===== config.mk =====
export PLATFORM = sky130hd
export DESIGN_NAME = rgb_pwm_driver_flat
export DESIGN_NICKNAME = d
export VERILOG_FILES = /design/src/rtl/rgb_pwm_driver_pkg.sv /design/src/rtl/rgb_pwm_driver_if.sv /design/src/rtl/rgb_pwm_driver_pwm_channel.sv /design/src/rtl/rgb_pwm_driver.sv /design/src/flat_wrapper.sv
export SDC_FILE = /design/constraint.sdc
export NUM_CORES = 1
export LEC_CHECK = 0
export ABC_AREA = 1
export BUFFER_PORTS_ARGS = -buffer_cell sky130_fd_sc_hd__buf_2
export CORE_MARGIN = 5
export CORE_UTILIZATION = 50
export DETAILED_ROUTE_END_ITERATION = 10
export GPL_ROUTABILITY_DRIVEN = 0
export HOLD_SLACK_MARGIN = 0.05
export PLACE_DENSITY_LB_ADDON = 0.3
export SYNTH_ARGS = -nofsm -noshare
export SYNTH_HDL_FRONTEND = slang
export SYNTH_HIERARCHICAL = 1
export SYNTH_SLANG_ARGS = --single-unit

===== constraint.sdc =====
create_clock -name clk -period 1.9 [get_ports clk]
set_input_delay 0.38 -clock clk [delete_from_list [all_inputs] [get_ports clk]]
set_output_delay 0.38 -clock clk [all_outputs]
set_load 0.02 [all_outputs]

===== src/rtl/rgb_pwm_driver_pkg.sv =====
// rgb_pkg: shared duty types and channel indices for the RGB PWM path
package rgb_pkg;
    localparam int RES = 8;
    localparam int CH_R = 0;
    localparam int CH_G = 1;
    localparam int CH_B = 2;
    typedef logic [RES-1:0] duty_t;
    typedef struct packed {
        duty_t r;
        duty_t g;
        duty_t b;
    } rgb_duty_t;
endpackage


===== src/rtl/rgb_pwm_driver_if.sv =====
// rgb_pwm_driver_if: valid/ready duty transfer from a colour source to the PWM driver
interface rgb_pwm_driver_if #(parameter int RES = rgb_pkg::RES);
    logic           duty_valid;
    logic           duty_ready;
    logic [RES-1:0] duty_r;
    logic [RES-1:0] duty_g;
    logic [RES-1:0] duty_b;
    modport master (output duty_valid, duty_r, duty_g, duty_b, input duty_ready);
    modport slave (input duty_valid, duty_r, duty_g, duty_b, output duty_ready);
endinterface


===== src/rtl/rgb_pwm_driver_pwm_channel.sv =====
// pwm_channel: registered compare of the shared frame counter against one active duty
module pwm_channel #(
    parameter int RES      = 8,
    parameter bit ACT_HIGH = 1'b1
) (
    input  logic           clk,
    input  logic           reset,
    input  logic           enable,
    input  logic [RES-1:0] cnt,
    input  logic [RES-1:0] duty,
    output logic           pwm
);
    always_ff @(posedge clk or negedge reset)
        if (!reset) pwm <= ~ACT_HIGH;
        else        pwm <= (enable && cnt < duty) ? ACT_HIGH : ~ACT_HIGH;
endmodule


===== src/rtl/rgb_pwm_driver.sv =====
// rgb_pwm_driver: three-channel PWM with double-buffered duties applied at frame boundaries
module rgb_pwm_driver
    import rgb_pkg::*;
#(
    parameter int RES      = rgb_pkg::RES,
    parameter bit ACT_HIGH = 1'b1
) (
    input  logic              clk,
    input  logic              reset,
    input  logic              tick,
    input  logic              enable,
    rgb_pwm_driver_if.slave   duty,
    output logic              pwm_r,
    output logic              pwm_g,
    output logic              pwm_b,
    output logic              frame_start
);
    localparam logic [RES-1:0] CNT_MAX = {{(RES-1){1'b1}}, 1'b0};
    logic [RES-1:0] cnt;
    logic [RES-1:0] act [3];
    logic [RES-1:0] pend [3];
    logic [RES-1:0] din [3];
    logic           pend_full;
    logic           accept;
    logic           boundary;
    logic [2:0]     pwm;
    assign duty.duty_ready = ~pend_full;
    assign accept   = duty.duty_valid && !pend_full;
    assign boundary = enable && tick && cnt == CNT_MAX;
    assign din[CH_R] = duty.duty_r;
    assign din[CH_G] = duty.duty_g;
    assign din[CH_B] = duty.duty_b;
    // accept and apply are exclusive: apply needs a full buffer, accept an empty one
    always_ff @(posedge clk or negedge reset)
        if (!reset) begin
            cnt         <= '0;
            frame_start <= 1'b0;
            pend_full   <= 1'b0;
            act         <= '{default: '0};
            pend        <= '{default: '0};
        end else begin
            cnt         <= !enable ? '0 : tick ? (boundary ? '0 : cnt + 1'b1) : cnt;
            frame_start <= boundary;
            if (accept) begin
                pend      <= din;
                pend_full <= 1'b1;
            end else if (boundary && pend_full) begin
                act       <= pend;
                pend_full <= 1'b0;
            end
        end
    for (genvar c = 0; c < 3; c++) begin : g_ch
        pwm_channel #(.RES(RES), .ACT_HIGH(ACT_HIGH)) u_ch (
            .clk    (clk),
            .reset  (reset),
            .enable (enable),
            .cnt    (cnt),
            .duty   (act[c]),
            .pwm    (pwm[c])
        );
    end
    assign pwm_r = pwm[CH_R];
    assign pwm_g = pwm[CH_G];
    assign pwm_b = pwm[CH_B];
endmodule


===== src/flat_wrapper.sv =====
// flat-port wrapper written by rule: the top's interface ports become plain ports
module rgb_pwm_driver_flat import rgb_pkg::*;
#(
    parameter int RES      = rgb_pkg::RES,
    parameter bit ACT_HIGH = 1'b1
)
  (clk, reset, tick, enable, pwm_r, pwm_g, pwm_b, frame_start, duty_duty_valid, duty_duty_r, duty_duty_g, duty_duty_b, duty_duty_ready);
  rgb_pwm_driver_if #(.RES(RES)) duty_i ();
  input  logic clk;
  input  logic reset;
  input  logic tick;
  input  logic enable;
  output logic pwm_r;
  output logic pwm_g;
  output logic pwm_b;
  output logic frame_start;
  input wire logic [$bits(duty_i.duty_valid)-1:0] duty_duty_valid;
  input wire logic [$bits(duty_i.duty_r)-1:0] duty_duty_r;
  input wire logic [$bits(duty_i.duty_g)-1:0] duty_duty_g;
  input wire logic [$bits(duty_i.duty_b)-1:0] duty_duty_b;
  output wire logic [$bits(duty_i.duty_ready)-1:0] duty_duty_ready;
  assign duty_i.duty_valid = duty_duty_valid;
  assign duty_i.duty_r = duty_duty_r;
  assign duty_i.duty_g = duty_duty_g;
  assign duty_i.duty_b = duty_duty_b;
  assign duty_duty_ready = duty_i.duty_ready;
  rgb_pwm_driver #(.RES(RES), .ACT_HIGH(ACT_HIGH)) u_core (.clk(clk), .reset(reset), .tick(tick), .enable(enable), .duty(duty_i), .pwm_r(pwm_r), .pwm_g(pwm_g), .pwm_b(pwm_b), .frame_start(frame_start));
endmodule

==> impl_metrics.json, run 1 <==
{
  "grt_max_degree": 42,
  "skew_ns": 0.00741,
  "swShare_pct": 22.5,
  "power_frac_seq_pct": 55.3,
  "ir_worst_vdd_mv": 0.451,
  "initial_core_util_pct": 51.4,
  "syn_area_um2": 3030,
  "dr.pass1.iters": 4,
  "synth_commonest_cells": "nand2_1, dfrtp_1, inv_1",
  "io_buffer_count": 33,
  "grt_pass1_vias": 2200,
  "h-tree-depth": 3,
  "ant_nets": 0,
  "setup_viol": 0,
  "status": "complete, no violations",
  "cts_max_path_buffers": 2,
  "reg2reg_slack_ns": 0.25,
  "grt_usage_pct": 16.6,
  "vias_per_cell": 4.90,
  "synth-seq-cells": 61,
  "fp.dieH_um": 87.8,
  "yosys.cell_count.top_type": "nand2_1",
  "final_nets": 416,
  "num_antenna_cells": 0,
  "routed_wl_um": 5570,
  "synth_ff_type": "dfrtp_1",
  "path_max_fanout": 24,
  "vias": 2159,
  "r2r_start": "u_core/cnt[0]",
  "cts_sinks": 61,
  "hold_depth": 2,
  "yosysTopAreaCell": "dfrtp_1",
  "min_path_type": "input pin to register",
  "reg2reg_depth": 8,
  "areaGrowthSynthToFinish_pct": 14.0,
  "async_flop_share_pct": 100,
  "worstReg2RegEnd": "u_core/act[2]",
  "fin_setup_tns_ns": 0,
  "place_ws_ns": 0.261,
  "p_int_w": 0.00184,
  "dp.final_hpwl_um": 4000,
  "crit_required_ns": 2.16,
  "initialDrtViolationCount": 100,
  "fmax_ghz": 0.606,
  "power-per-cell-area_nw_per_um2": 688,
  "overflow": 0,
  "num_io_pins": 34,
  "cts_buffers": 9,
  "hp-start": "duty_duty_b[5]",
  "layout-drive-gt1-share_pct": 20.2,
  "relSlewSlack_pct": 60.7,
  "ctsHoldBuffers": 1,
  "syn_nets": 373,
  "yosysSeqAreaShare_pct": 50.5,
  "synth_compound_area_share_pct": 3.89,
  "cts_setup_buffers": 0,
  "syn_avg_cell_area_um2": 9.42,
  "tightest_slew_ns": 0.587,
  "cts-root-buf": "clkbuf_8",
  "p_total_w": 0.00237,
  "rsz0062_at_grt": "no",
  "ys_types": 21,
  "yosys.area_share.adder_pct": 9.51,
  "arrival_ns": 1.91,
  "muxShareOfSynthArea_pct": 8.93,
  "netlist_top_cells_area": "dfrtp_1, nand2_1, ha_1",
  "clockPowerShare_pct": 39.8,
  "die_w_um": 87.8,
  "startpoint_type": "register",
  "rows": 28,
  "wire_per_inst_um": 12.6,
  "cts_tree": "built",
  "antenna_found_initial": 0,
  "yosysWarnings": 6,
  "worstSetupPathType": "register to register",
  "hold_viol_final": 0,
  "yosys.area_share.simple_pct": 19.9,
  "core_um2": 5890,
  "dieArea_um2": 7710,
  "clk_latency_ns": 0.32,
  "comb_power_share_pct": 4.9,
  "setup_slack_ns": 0.250,
  "cts-resized-gates": 0,
  "period_needed_ns": 1.65,
  "slew_violations": 0,
  "clk_pin_slew_ns": 0.06,
  "synth_enable_flop_cells": 0,
  "worstSetupEndpointType": "register",
  "hold_end": "u_core/pend[5]",
  "grt_first_pass_wirelength_um": 9850,
  "drc": 0,
  "drv_cap": 0,
  "yosysTopAreaCellShare_pct": 50.5,
  "p_leak_nw": 1.92,
  "synth_cells": 321,
  "fin_crit_sh_pct": 86.8,
  "p_sw_w": 0.000535,
  "synth_xor_area_share_pct": 0.868,
  "synth_top_family_by_area": "simple AND/OR/NAND/NOR gates"
}
logic make-up (layout without fill, tap and decap cells):
family / after synthesis / after routing
AOI/OAI and AO/OA: 23 / 23
xor gates and xnor gates: 3 / 3
DFF: 61 / 61
muxes: 24 / 24
and+or+nand+nor: 140 / 140
adders and majority gates: 23 / 23
buffers and inverters: 47 / 92
per-stage QoR:
stage | instances | cell area, um^2 | hold WS [ns] | utilization [%]
final | 441 | 3450 | 0.265 | 58.6
after global routing | 441 | 3450 | 0.239 | 58.6
after CTS | 441 | 3450 | 0.252 | 58.6
after detailed placement | 427 | 3280 | 0.380 | 55.8
after global placement | 427 | 3280 | 0.372 | 55.8
after floorplan | 321 | 3030 | 0.0844 | -
routing by layer:
layer / wire length [um] / global-route usage [%]
met2: 2540 / 25.6
met4: 78 / 5.86
met3: 200 / 4.61
met1: 2740 / 22.6
met5: 0 / 0
worst max path at each step:
stage,start,end,depth (start not counted)
6_report,u_core/cnt[0],u_core/act[2],8
5_1_grt,u_core/cnt[0],u_core/act[9],8
4_1_cts,u_core/cnt[0],u_core/act[12],8
3_5_place_dp,u_core/cnt[0],u_core/act[14],8
3_3_place_gp,u_core/cnt[0],u_core/act[13],8
2_1_floorplan,u_core/cnt[0],u_core/act[2],8
worst max-delay path, cell delays in order, from the launching register on:
cell and delay [ns]:
dfrtp_1 0.47, inv_1 0.09, ha_1 0.14, nand2_1 0.06, nor2_2 0.23, nand3_4 0.14, nor2_8 0.28, nand2_1 0.10
nand2_1 0.08
placed cells by master, fill, tap and decap left out, drive strengths merged, types with 2 or more instances in the layout:
| cell type | instances |
|---|---|
| nand2 | 122 |
| dfrtp | 61 |
| inv | 41 |
| buf | 37 |
| mux2 | 24 |
| ha | 23 |
| a21oi | 13 |
| clkbuf | 11 |
| o21ai | 9 |
| nand3 | 9 |
| nor2 | 8 |
| xor2 | 2 |
power groups by stage:
stage               registers [W]  clock network (W)  logic (W)
finish                    0.00131           0.000943   0.000116
global route              0.00131            0.00103   0.000137
floorplan                 0.00134                  0  0.0000345
global placement          0.00134                  0   0.000114
detailed placement        0.00134                  0   0.000117
CTS                       0.00131           0.000966   0.000119
state kept, by name, summed over array words and instances (netlist names):
| register | cells |
|---|---|
| u_core/cnt | 8 |
| u_core/g_ch.u_ch/pwm | 3 |
| u_core/frame_start | 1 |
| u_core/pend_full | 1 |
| u_core/pend | 24 |
| u_core/act | 24 |
layout make-up:
class / count / area [um^2]
fillers: 525 / 2440
flip-flops and latches: 61 / 1530
multi-input cells: 213 / 1300
repair buffers: 38 / 218
inverters: 41 / 154
clock buffers: 11 / 141
well taps: 75 / 93.8
clock inverters: 2 / 12.5
Power figures use the tool's default switching activity.
==> run 2, diff against run 1 <==
CORE_UTILIZATION = 30   (was 50)
==> impl_metrics.json, run 2 (synthesis gave the netlist of run 1 again) <==
{
  "core_um2": 9820,
  "p_total_w": 0.00263,
  "crit_required_ns": 2.18,
  "rsz0062_at_grt": "no",
  "dieArea_um2": 12200,
  "period_needed_ns": 1.70,
  "p_leak_nw": 1.97,
  "ir_worst_vdd_mv": 0.369,
  "relSlewSlack_pct": 57.8,
  "cts_buffers": 9,
  "ant_nets": 0,
  "worstSetupPathType": "register to register",
  "initialDrtViolationCount": 75,
  "fin_area_um2": 3610,
  "grt_first_pass_wirelength_um": 10900,
  "antenna_found_initial": 0,
  "vias": 2138,
  "final_nets": 420,
  "startpoint_type": "register",
  "hold_depth": 2,
  "num_antenna_cells": 0,
  "routed_wl_um": 6180,
  "mostFrequentLayoutCells": "nand2_1, dfrtp_1, inv_1",
  "layout_commonest_cell": "nand2_1",
  "place_area_um2": 3390,
  "die_w_um": 110,
  "areaGrowthSynthToFinish_pct": 19.2,
  "clk_latency_ns": 0.34,
  "fin_setup_tns_ns": 0,
  "initial_core_util_pct": 30.8,
  "overflow": 0,
  "wire_per_inst_um": 12.2,
  "reg2reg_depth": 8,
  "layout-drive-gt1-share_pct": 22.0,
  "ctsHoldBuffers": 1,
  "fmax_ghz": 0.589,
  "grt_pass1_vias": 2312,
  "hold_ws_ns": 0.243,
  "num_io_pins": 34,
  "cts_tree": "built",
  "fp.dieH_um": 110,
  "setup_viol": 0,
  "cts-resized-gates": 0,
  "setup_slack_ns": 0.201,
  "dp.final_hpwl_um": 4370,
  "fin_crit_sh_pct": 89.4,
  "rows": 36,
  "top_regs": "u_core/act x24, u_core/pend x24, u_core/cnt x8",
  "drv_cap": 0,
  "nFillCells": 1071,
  "slew_violations": 0,
  "arrival_ns": 1.98,
  "grt_max_degree": 62,
  "status": "complete, no violations",
  "place_ws_ns": 0.223,
  "io_buffer_count": 33,
  "cts_sinks": 61,
  "power-per-cell-area_nw_per_um2": 730,
  "h-tree-depth": 3,
  "worstSetupEndpointType": "register",
  "min_path_type": "input pin to register",
  "hold_viol_final": 0,
  "skew_ns": 0.00934,
  "clk_pin_slew_ns": 0.07,
  "vias_per_cell": 4.23,
  "grt_usage_pct": 11.0,
  "multi_input_area_um2": 1300,
  "path_max_fanout": 24,
  "dr.pass1.iters": 4,
  "regArea_um2": 1530,
  "cts_max_path_buffers": 2,
  "tightest_slew_ns": 0.631,
  "cts_setup_buffers": 0,
  "cts-root-buf": "clkbuf_8",
  "drc": 0
}
## run 2: metrics by stage
step | std cells | util [%]
floorplan | 321 | -
global placement | 489 | 34.5
detailed placement | 489 | 34.5
CTS | 506 | 36.7
global route | 506 | 36.7
finish | 506 | 36.7
## run 2: path summary, 6_finish.rpt
kind | start | endpoint | slack (ns)
setup / recovery | u_core/cnt[0] | u_core/act[4] | 0.20
hold / removal | duty_duty_b[3] | u_core/pend[3] | 0.24
setup reg to reg | u_core/cnt[0] | u_core/act[4] | 0.20
hold reg to reg | u_core/pend[11] | u_core/act[11] | 0.47
max in group asynchronous | reset | u_core/act[9] | 1.07
min in group asynchronous | reset | u_core/pend[20] | 0.57
## run 2: cell type report
type	instances	share of cell area [%]
Multi-Input combinational cell	213	36.1
Tap cell	133	4.61
Clock buffer	11	4.20
Inverter	41	4.27
Clock inverter	5	1.63
Sequential cell	61	42.3
Timing Repair Buffer	42	6.87
## run 2: report_power, final
part           internal, W  total [W]  leakage (nW)  switching [W]
Clock             0.000676    0.00121         0.102       0.000530
Sequential         0.00130    0.00131         0.845     0.00000624
Combinational    0.0000469   0.000118          1.02      0.0000709
## run 2: metal layers
layer | wire length [um] | share of wire [%] | global-route usage, %
met1 | 3040 | 49 | 14.1
met4 | 150 | 2.4 | 5.34
met5 | 0 | 0 | 0
met2 | 2730 | 44 | 17.2
met3 | 260 | 4.2 | 3.06
## run 2: worst max-delay path, stage by stage, from the launching register on
cell and delay (ns):
dfrtp_1 0.48, inv_1 0.10, ha_1 0.14, nand2_1 0.06
nor2_2 0.21, nand3_4 0.14, nor2_8 0.31, nand2_1 0.11
nand2_1 0.08
